File: src/rtl/ab_pkg.sv
// Shared definitions for the a*root(b) datapath: root-mode encoding, FSM state
// encoding, and the digit-iteration count as a function of operand width and mode.
// No ports; imported by iroot_seq and ab_root_mul.
package ab_pkg;

    localparam logic MODE_CBRT = 1'b0;
    localparam logic MODE_SQRT = 1'b1;

    localparam logic [1:0] ST_IDLE = 2'd0;
    localparam logic [1:0] ST_ROOT = 2'd1;
    localparam logic [1:0] ST_MUL  = 2'd2;
    localparam logic [1:0] ST_FIN  = 2'd3;

    // One root digit per iteration: ceil(w/3) digits for cube, ceil(w/2) for square.
    function automatic int unsigned root_iters(input int unsigned w, input logic mode);
        return (mode == MODE_SQRT) ? (w + 1) / 2 : (w + 2) / 3;
    endfunction

endpackage

File: src/rtl/iroot_seq.sv
// Digit-serial integer root: floor(cbrt(b)) or floor(sqrt(b)), one result bit per cycle, MSB first.
// Ports: clk_i, rst_i (async high), start_i/mode_i/b_i (captured when idle),
//        busy_o (high for the iteration cycles), root_o (RW-bit root, valid once busy_o falls).
module iroot_seq #(
    parameter int W  = 8,
    parameter int RW = (W + 1) / 2
) (
    input  logic          clk_i,
    input  logic          rst_i,
    input  logic          start_i,
    input  logic          mode_i,
    input  logic [W-1:0]  b_i,
    output logic          busy_o,
    output logic [RW-1:0] root_o
);
    import ab_pkg::*;

    localparam int CW = $clog2(W + 1);
    // Trial values are formed well wider than the radicand so no shift can wrap.
    localparam int TW = 3 * W + 4;
    localparam logic [CW-1:0] LAST_CBRT = CW'(root_iters(W, MODE_CBRT) - 1);
    localparam logic [CW-1:0] LAST_SQRT = CW'(root_iters(W, MODE_SQRT) - 1);

    logic [W-1:0]  rem_q,  rem_d;
    logic [RW-1:0] y_q,    y_d;
    logic [CW-1:0] s_q,    s_d;
    logic          mode_q, mode_d;
    logic          busy_q, busy_d;

    logic [TW-1:0] y2_w, base_w, trial_w, rem_w;
    logic [CW+1:0] sh;
    logic          take;

    // y2 is the doubled partial root. Square step subtracts (2*y2+1) << 2s,
    // cube step subtracts (3*y2*(y2+1)+1) << 3s, i.e. the growth of the power
    // when the new low bit is set.
    always_comb begin
        y2_w    = TW'(y_q) << 1;
        sh      = mode_q ? {1'b0, s_q, 1'b0} : ({2'b00, s_q} + {1'b0, s_q, 1'b0});
        base_w  = mode_q ? ((y2_w << 1) + TW'(1))
                         : (TW'(3) * y2_w * (y2_w + TW'(1)) + TW'(1));
        trial_w = base_w << sh;
        rem_w   = TW'(rem_q);
        take    = (rem_w >= trial_w);
    end

    always_comb begin
        rem_d  = rem_q;
        y_d    = y_q;
        s_d    = s_q;
        mode_d = mode_q;
        busy_d = busy_q;
        if (busy_q) begin
            if (take) begin
                rem_d = rem_q - W'(trial_w);
                y_d   = RW'(y2_w + TW'(1));
            end else begin
                y_d   = RW'(y2_w);
            end
            if (s_q == '0) busy_d = 1'b0;
            else           s_d    = s_q - CW'(1);
        end else if (start_i) begin
            rem_d  = b_i;
            y_d    = '0;
            mode_d = mode_i;
            s_d    = (mode_i == MODE_SQRT) ? LAST_SQRT : LAST_CBRT;
            busy_d = 1'b1;
        end
    end

    always_ff @(posedge clk_i or posedge rst_i) begin
        if (rst_i) begin
            rem_q  <= '0;
            y_q    <= '0;
            s_q    <= '0;
            mode_q <= 1'b0;
            busy_q <= 1'b0;
        end else begin
            rem_q  <= rem_d;
            y_q    <= y_d;
            s_q    <= s_d;
            mode_q <= mode_d;
            busy_q <= busy_d;
        end
    end

    assign busy_o = busy_q;
    assign root_o = y_q;

endmodule

File: src/rtl/ab_root_mul.sv
// y = a * floor(root(b)), cube or square root per transaction; fixed latency NR + W + 2 cycles.
// Ports: clk_i, rst_i (async high), start_i (sampled in IDLE), mode_i, a_i, b_i,
//        busy_o (accept edge to result edge), done_o (1-cycle pulse), y_bo (held until next accept).
module ab_root_mul #(
    parameter int W  = 8,
    parameter int RW = (W + 1) / 2
) (
    input  logic           clk_i,
    input  logic           rst_i,
    input  logic           start_i,
    input  logic           mode_i,
    input  logic [W-1:0]   a_i,
    input  logic [W-1:0]   b_i,
    output logic           busy_o,
    output logic           done_o,
    output logic [2*W-1:0] y_bo
);
    import ab_pkg::*;

    localparam int CW = $clog2(W + 1);

    logic [1:0]     state_q,  state_d;
    logic [W-1:0]   mplier_q, mplier_d;
    logic [2*W-1:0] mcand_q,  mcand_d;
    logic [2*W-1:0] acc_q,    acc_d;
    logic [CW-1:0]  cnt_q,    cnt_d;
    logic [2*W-1:0] y_q,      y_d;
    logic           busy_q,   busy_d;
    logic           done_q,   done_d;

    logic           root_go;
    logic           root_busy;
    logic [RW-1:0]  root;

    // The root unit captures b and mode on the same edge the FSM captures a.
    assign root_go = (state_q == ST_IDLE) && start_i;

    iroot_seq #(.W(W), .RW(RW)) u_root (
        .clk_i   (clk_i),
        .rst_i   (rst_i),
        .start_i (root_go),
        .mode_i  (mode_i),
        .b_i     (b_i),
        .busy_o  (root_busy),
        .root_o  (root)
    );

    always_comb begin
        state_d  = state_q;
        mplier_d = mplier_q;
        mcand_d  = mcand_q;
        acc_d    = acc_q;
        cnt_d    = cnt_q;
        y_d      = y_q;
        busy_d   = busy_q;
        done_d   = 1'b0;
        case (state_q)
            ST_IDLE: begin
                if (start_i) begin
                    mplier_d = a_i;
                    acc_d    = '0;
                    y_d      = '0;
                    busy_d   = 1'b1;
                    state_d  = ST_ROOT;
                end
            end
            ST_ROOT: begin
                // root_busy rises on the accept edge, so it is already high on the first ROOT cycle.
                if (!root_busy) begin
                    mcand_d = {{(2*W-RW){1'b0}}, root};
                    cnt_d   = CW'(W - 1);
                    state_d = ST_MUL;
                end
            end
            ST_MUL: begin
                if (mplier_q[0]) acc_d = acc_q + mcand_q;
                mcand_d  = mcand_q << 1;
                mplier_d = mplier_q >> 1;
                if (cnt_q == '0) state_d = ST_FIN;
                else             cnt_d   = cnt_q - CW'(1);
            end
            ST_FIN: begin
                y_d     = acc_q;
                busy_d  = 1'b0;
                done_d  = 1'b1;
                state_d = ST_IDLE;
            end
            default: state_d = ST_IDLE;
        endcase
    end

    always_ff @(posedge clk_i or posedge rst_i) begin
        if (rst_i) begin
            state_q  <= ST_IDLE;
            mplier_q <= '0;
            mcand_q  <= '0;
            acc_q    <= '0;
            cnt_q    <= '0;
            y_q      <= '0;
            busy_q   <= 1'b0;
            done_q   <= 1'b0;
        end else begin
            state_q  <= state_d;
            mplier_q <= mplier_d;
            mcand_q  <= mcand_d;
            acc_q    <= acc_d;
            cnt_q    <= cnt_d;
            y_q      <= y_d;
            busy_q   <= busy_d;
            done_q   <= done_d;
        end
    end

    assign busy_o = busy_q;
    assign done_o = done_q;
    assign y_bo   = y_q;

endmodule

File: config.mk
export PLATFORM = sky130hd
export DESIGN_NAME = ab_root_mul
export DESIGN_NICKNAME = d
export VERILOG_FILES = /design/src/rtl/ab_pkg.sv /design/src/rtl/iroot_seq.sv /design/src/rtl/ab_root_mul.sv
export SDC_FILE = /design/constraint.sdc
export NUM_CORES = 1
export LEC_CHECK = 0
export CAP_MARGIN = 10
export CORE_ASPECT_RATIO = 1.1
export CORE_MARGIN = 2
export CORE_UTILIZATION = 45
export DETAILED_ROUTE_END_ITERATION = 10
export GPL_TIMING_DRIVEN = 0
export MAX_ROUTING_LAYER = met4
export SLEW_MARGIN = 20
export SYNTH_ARGS = -nofsm -noshare
export SYNTH_HDL_FRONTEND = slang
export SYNTH_HIERARCHICAL = 1
export SYNTH_SLANG_ARGS = --single-unit
File: constraint.sdc
create_clock -name clk_i -period 15.2 [get_ports clk_i]
set_input_delay 1.52 -clock clk_i [delete_from_list [all_inputs] [get_ports clk_i]]
set_output_delay 1.52 -clock clk_i [all_outputs]
set_load 0.03 [all_outputs]
==> reports/metrics.yaml, run 1 <==
worstMarginPinSlew_ps: 727
clkLatencyLatePin_ps: 340
first_pass_iters: 4
gp_congestion: 0.894
syn_inst: 701
cp-end-kind: "register"
worstPathArrival_ps: 7270
wl_per_cell_microns: 16.3
synthesis.nets: 801
io_pins: 38
cts_resized: 0
vdd_drop_max_v: 0.000163
clock_skew_ps: 6.99
critical_path_class: "reg2reg"
crit_path_max_fanout: 12
drtIter0Drc: 260
p_clk_frac: 0.117
io_buffers: 37
start_util: 0.461
cts_root_buf: "clkbuf_16"
setup_tns_ps: 0
synth_edf_count: 0
setup_viol: 0
clk_path_buf_depth: 2
critPathRequiredTime_ps: 15430
async_flop_share: 1.00
max_slew_margin: 0.515
drc: 0
cts_buffers: 9
viasPerCell: 5.78
drtAntennaViolNets: 0
final_area_sq_mm: 0.00729
cp-start-kind: "register"
path_clk_slew_ps: 60
internal_power_uw: 886
synth-seq-area-share: 0.321
nNetsFinal: 850
p_leak_nw: 3.41
max_cap_viol_count: 0
slew_violations: 0
synth_cell_types: 69
rows: 45
grt_pass1_wl_mm: 26.3
switching_power_uw: 854
holdCritPathClass: "reg2reg"
core_area_sq_mm: 0.0139
drive_gt1_frac: 0.0728
final_hold_viol_count: 0
syn2layout_area_growth_pct: 14.1
grt_max_degree: 42
grt_pass1_vias: 5553
synth_area_per_cell_sq_um: 9.12
hpwlAfterDp_mm: 11.8
diodes: 0
die_w_microns: 118
fmax_mhz: 142
synth_ff_type: "dfrtp_1"
dpl_cell_area_sq_mm: 0.00702
dieArea_sq_mm: 0.0152
combPwrFrac: 0.676
clock_sinks: 82
rsz0062_at_grt: "false"
pwr_density_cell_mw_per_mm2: 239
postCtsSetupRepairBufs: 0
cp_slowest_cell: "dfrtp_1"
swShare: 0.491
ys_ff_latch: 82
vias: 5449
fin_crit_ps: 7040
syn_area_sq_mm: 0.00639
slowest_delay_ps: 560
cts_hold_buf: 0
cts_tree: "yes"
antenna_found_initial: 0
overflow: 0
htreeDepth: 3
drt_wl_total_mm: 15.4
gr-usage-all-layers: 0.218
seq_power_share: 0.208
yosys_warnings: 6
status: "complete, no violations"
post-route-period-util: 0.463
fp.dieH_microns: 129
==> cells in the final DEF, fill, tap and decap left out, types with 11 or more instances in the layout <==
cell | synthesis | routed
a21o_1 | 13 | 13
a21oi_1 | 42 | 42
a22o_1 | 31 | 31
and2_1 | 13 | 13
clkbuf_1 | 23 | 25
clkdlybuf4s50_1 | 0 | 37
dfrtp_1 | 82 | 82
fa_1 | 14 | 14
ha_1 | 66 | 66
inv_1 | 52 | 51
mux2_2 | 12 | 12
mux2i_1 | 11 | 11
nand2_1 | 72 | 72
nand3_1 | 17 | 17
nor2_1 | 37 | 37
o21ai_0 | 45 | 45
o22ai_1 | 21 | 21
xnor2_1 | 14 | 14
==> worst paths after layout <==
kind / start / endpoint / slack [ps] / cells after the start
worst min-delay path: y_bo[11]$_DFFE_PP0P_ / y_bo[11]$_DFFE_PP0P_ / 500 / 1
worst max-delay path: u_root/root_o[2]$_DFFE_PP0P_ / u_root/rem_q[4]$_DFFE_PP0P_ / 8160 / 27
worst min register to register: y_bo[11]$_DFFE_PP0P_ / y_bo[11]$_DFFE_PP0P_ / 500 / 1
max in group asynchronous: rst_i / u_root/root_o[1]$_DFFE_PP0P_ / 13040 / 2
min in group asynchronous: rst_i / y_bo[3]$_DFFE_PP0P_ / 1520 / 2
worst max register to register: u_root/root_o[2]$_DFFE_PP0P_ / u_root/rem_q[4]$_DFFE_PP0P_ / 8160 / 27
==> flip-flops by register name, summed over array words and instances (netlist names), 2 cells and up <==
signal and cells:
u_root/root_o 4, cnt_q 4, y_bo 16, state_q 2, acc_q 16, mcand_q 16, u_root/s_q 4, mplier_q 8
u_root/rem_q 8
==> synth_stat cells (14+ instances only) <==
library cell	instances	area [sq um]
a22o_1	31	272
nand2_1	72	270
o22ai_1	21	131
ha_1	66	826
a21oi_1	42	210
dfrtp_1	82	2050
o21ai_0	45	225
nand3_1	17	85.1
xnor2_1	14	123
fa_1	14	280
nor2_1	37	139
clkbuf_1	23	86.3
inv_1	52	195
==> power groups by stage <==
| stage | Sequential, mW | Clock, mW | Combinational, mW |
|---|---|---|---|
| 2_1_floorplan | 0.362 | 0 | 0.885 |
| 3_3_place_gp | 0.362 | 0 | 1.13 |
| 3_5_place_dp | 0.364 | 0 | 1.17 |
| 4_1_cts | 0.362 | 0.209 | 1.18 |
| 5_1_grt | 0.372 | 0.217 | 1.31 |
| 6_report | 0.361 | 0.203 | 1.18 |
==> metal layers <==
layer  vias to the layer above  global-route usage  wire length (microns)  part of all wire
li1                       2635                   -                      -                 -
met1                      2685               0.250                   6670              0.43
met2                       106               0.397                   8000              0.52
met3                        23              0.0257                    458             0.030
met4                         0              0.0758                    261             0.017
met5                         -                   -                      0                 0
==> worst max-delay path, delay by kind of cell, from the launching register on <==
kind                       cells  cell delay (ps)
DFF                            1              560
adders and majority gates      7             2910
buffers and inverters          3              410
muxes                          1              340
AOI/OAI and AO/OA             10             1980
and+or+nand+nor                6              720
==> metrics by stage <==
step | util | hold WS [ps] | total power [mW] | instances | setup WS [ps]
finish | 0.526 | 497 | 1.74 | 943 | 8160
global route | 0.526 | 514 | 1.90 | 943 | 7640
CTS | 0.526 | 502 | 1.75 | 943 | 8160
detailed placement | 0.507 | 480 | 1.53 | 927 | 8190
global placement | 0.505 | 483 | 1.50 | 926 | 8260
floorplan | - | 475 | 1.25 | 701 | 9090
==> cell families after synthesis <==
family,share of synthesized area
flip-flops,0.321
buffers and inverters,0.0509
XOR/XNOR,0.0315
adder cells (fa/ha/maj),0.173
AND/OR/NAND/NOR,0.132
multiplexers,0.0513
AO/OA/AOI/OAI,0.241
==> final cells by class <==
type,instances,area [sq um]
timing repair buffer,38,390
clock inverter,4,26.3
clock buffer,12,246
inverter,53,201
sequential,82,2050
tap,188,235
multi-input combinational,534,4010
buffer,32,126
fill,1351,6560
Power figures use the tool's default switching activity.
==> inputs of run 2 (changes only) <==
==> constraint.sdc (replaced) <==
create_clock -name clk_i -period 6.55 [get_ports clk_i]
set_input_delay 0.655 -clock clk_i [delete_from_list [all_inputs] [get_ports clk_i]]
set_output_delay 0.655 -clock clk_i [all_outputs]
set_load 0.03 [all_outputs]
==> run 2 against run 1 <==
  * Global-route usage grew 0.16 points
  * Clock power grew 130%
  * Setup slack lost 7900 ps
  * First-iteration DRC count grew 23%
  * Critical path type unchanged
  * Register-to-register slack lost 7900 ps
  * Maximum frequency grew 12%
  * Design area grew 2.8%
  * Count of clock-buffer cells in the layout is the same
  * Sequential cell count is the same
  * Critical endpoint unchanged
  * Total power grew 150%
  * Highest routed layer unchanged
  * Critical path depth shrank 3
==> reports/metrics.yaml, run 2 (synthesis results as in run 1) <==
vias: 5488
cts_buffers: 9
r2r_setup_slack_ps: 290
rsz0062_at_grt: "false"
fmax_mhz: 160
slowest_delay_ps: 590
holdPathStages: 1
clock_sinks: 82
cts_tree: "yes"
clk_path_buf_depth: 2
overflow: 0
drtIter0Drc: 321
vdd_drop_max_v: 0.000386
path_clk_slew_ps: 60
status: "complete, no violations"
totalPowerFinal_mw: 4.27
die_w_microns: 118
crit_path_max_fanout: 6
critPathRequiredTime_ps: 6780
drtAntennaViolNets: 0
drt_wl_total_mm: 15.7
combPwrFrac: 0.696
fin_crit_ps: 6260
cts_root_buf: "clkbuf_16"
max_cap_viol_count: 0
cp-end-kind: "register"
holdCritPathClass: "reg2reg"
io_pins: 38
io_buffers: 37
grt_pass1_vias: 5578
cp-start-kind: "register"
p_clk_frac: 0.111
dpl_cell_area_sq_mm: 0.00702
clkLatencyLatePin_ps: 340
antenna_found_initial: 0
reg2reg_from: "u_root/root_o[0]$_DFFE_PP0P_"
nNetsFinal: 863
final_area_sq_mm: 0.00750
setup_viol: 0
final_hold_viol_count: 0
clock_skew_ps: 7.19
critical_path_class: "reg2reg"
viasPerCell: 5.74
pwr_density_cell_mw_per_mm2: 570
p_leak_nw: 3.48
fp.dieH_microns: 129
internal_power_mw: 2.22
path_common_cell: "fa_1"
max_slew_margin: 0.505
core_area_sq_mm: 0.0139
first_pass_iters: 5
swShare: 0.479
htreeDepth: 3
path_cells: "ha_2, fa_2, xnor2_4, and2_1, fa_1, inv_1, fa_1, inv_1, fa_1, ha_4, xnor2_2, mux4_2, a21oi_2, o21ai_1, nand2_1, ha_2, o21ai_0, a21oi_1, o21ai_0, a211oi_2, o311ai_4, o21ai_4, buf_12, mux2_4"
seq_power_share: 0.193
drive_gt1_frac: 0.109
min_from: "y_bo[11]$_DFFE_PP0P_"
gp_congestion: 0.894
switching_power_mw: 2.05
gr-usage-all-layers: 0.220
start_util: 0.461
r2r-end: "u_root/rem_q[4]$_DFFE_PP0P_"
slew_violations: 0
hpwlAfterDp_mm: 11.8
rows: 45
dieArea_sq_mm: 0.0152
final_common_cell: "dfrtp_1"
min_to: "y_bo[11]$_DFFE_PP0P_"
grt_pass1_wl_mm: 26.5
most-common-layout-cells: "78 x dfrtp_1, 72 x nand2_1, 61 x ha_1"
worstPathArrival_ps: 6490
post-route-period-util: 0.956
grt_max_degree: 42
wl_per_cell_microns: 16.4
syn2layout_area_growth_pct: 17.3
holdWs_ps: 498
drc: 0
diodes: 0
cp_slowest_cell: "fa_1"
worstMarginPinSlew_ps: 741
rr_worst_depth: 24
## run 2: cell types whose count changed in the layout (fill, tap and decap cells not counted), sizes merged
cell,change
buf,+14
clkbuf,-1
## run 2: worst max-delay path: cells and delay by family, from the launching register on
family	cells	cell delay (ps)
AO/OA/AOI/OAI	8	1330
XOR/XNOR	2	350
adder cells (fa/ha/maj)	7	2730
buffers and inverters	3	250
flip-flops	1	440
multiplexers	2	780
AND/OR/NAND/NOR	2	270
## run 2: repair_timing
item	4_1_cts	5_1_grt
buffers inserted	6	8
gates resized for setup	3	18
hold buffers	0	0
endpoints found under the setup margin	8	8
pin swaps	1	7
## run 2: layout make-up
class / instances / area [sq um]
buffer: 31 / 123
clock buffer: 12 / 246
clock inverter: 4 / 26.3
fill: 1338 / 6350
inverter: 53 / 201
multi-input combinational: 534 / 4100
sequential: 82 / 2060
tap: 188 / 235
timing repair buffer: 52 / 508
## run 2: power by group through the flow
stage,logic (mW),registers [mW],clock network (mW)
floorplan,2.05,0.839,0
detailed placement,2.71,0.846,0
finish,2.97,0.827,0.473
global placement,2.63,0.841,0
CTS,2.83,0.831,0.484
global route,3.30,0.849,0.505
## run 2: worst max-delay path by stage
stage,endpoint,startpoint,cells after the start,slack [ps]
2_1_floorplan,u_root/rem_q[2]$_DFFE_PP0P_,u_root/root_o[2]$_DFFE_PP0P_,27,440
3_3_place_gp,u_root/rem_q[2]$_DFFE_PP0P_,u_root/root_o[2]$_DFFE_PP0P_,27,-390
3_5_place_dp,u_root/rem_q[4]$_DFFE_PP0P_,u_root/root_o[2]$_DFFE_PP0P_,27,-460
4_1_cts,u_root/rem_q[4]$_DFFE_PP0P_,u_root/root_o[1]$_DFFE_PP0P_,24,10
5_1_grt,u_root/rem_q[7]$_DFFE_PP0P_,u_root/root_o[0]$_DFFE_PP0P_,24,10
6_report,u_root/rem_q[4]$_DFFE_PP0P_,u_root/root_o[0]$_DFFE_PP0P_,24,290
## run 2: routing by layer
metal	up-vias	GRT usage	share of wire
met5	-	-	0
met4	0	0.0737	0.015
met3	19	0.0257	0.026
met2	90	0.401	0.52
met1	2719	0.252	0.44
li1	2660	-	-
## run 2: through the flow
step	utilization	setup TNS, ps	setup slack, ps	instances
floorplan	-	0	441	701
global placement	0.505	-2470	-390	926
detailed placement	0.507	-3030	-456	927
CTS	0.531	0	10.5	948
global route	0.541	0	14.3	956
finish	0.541	0	288	956
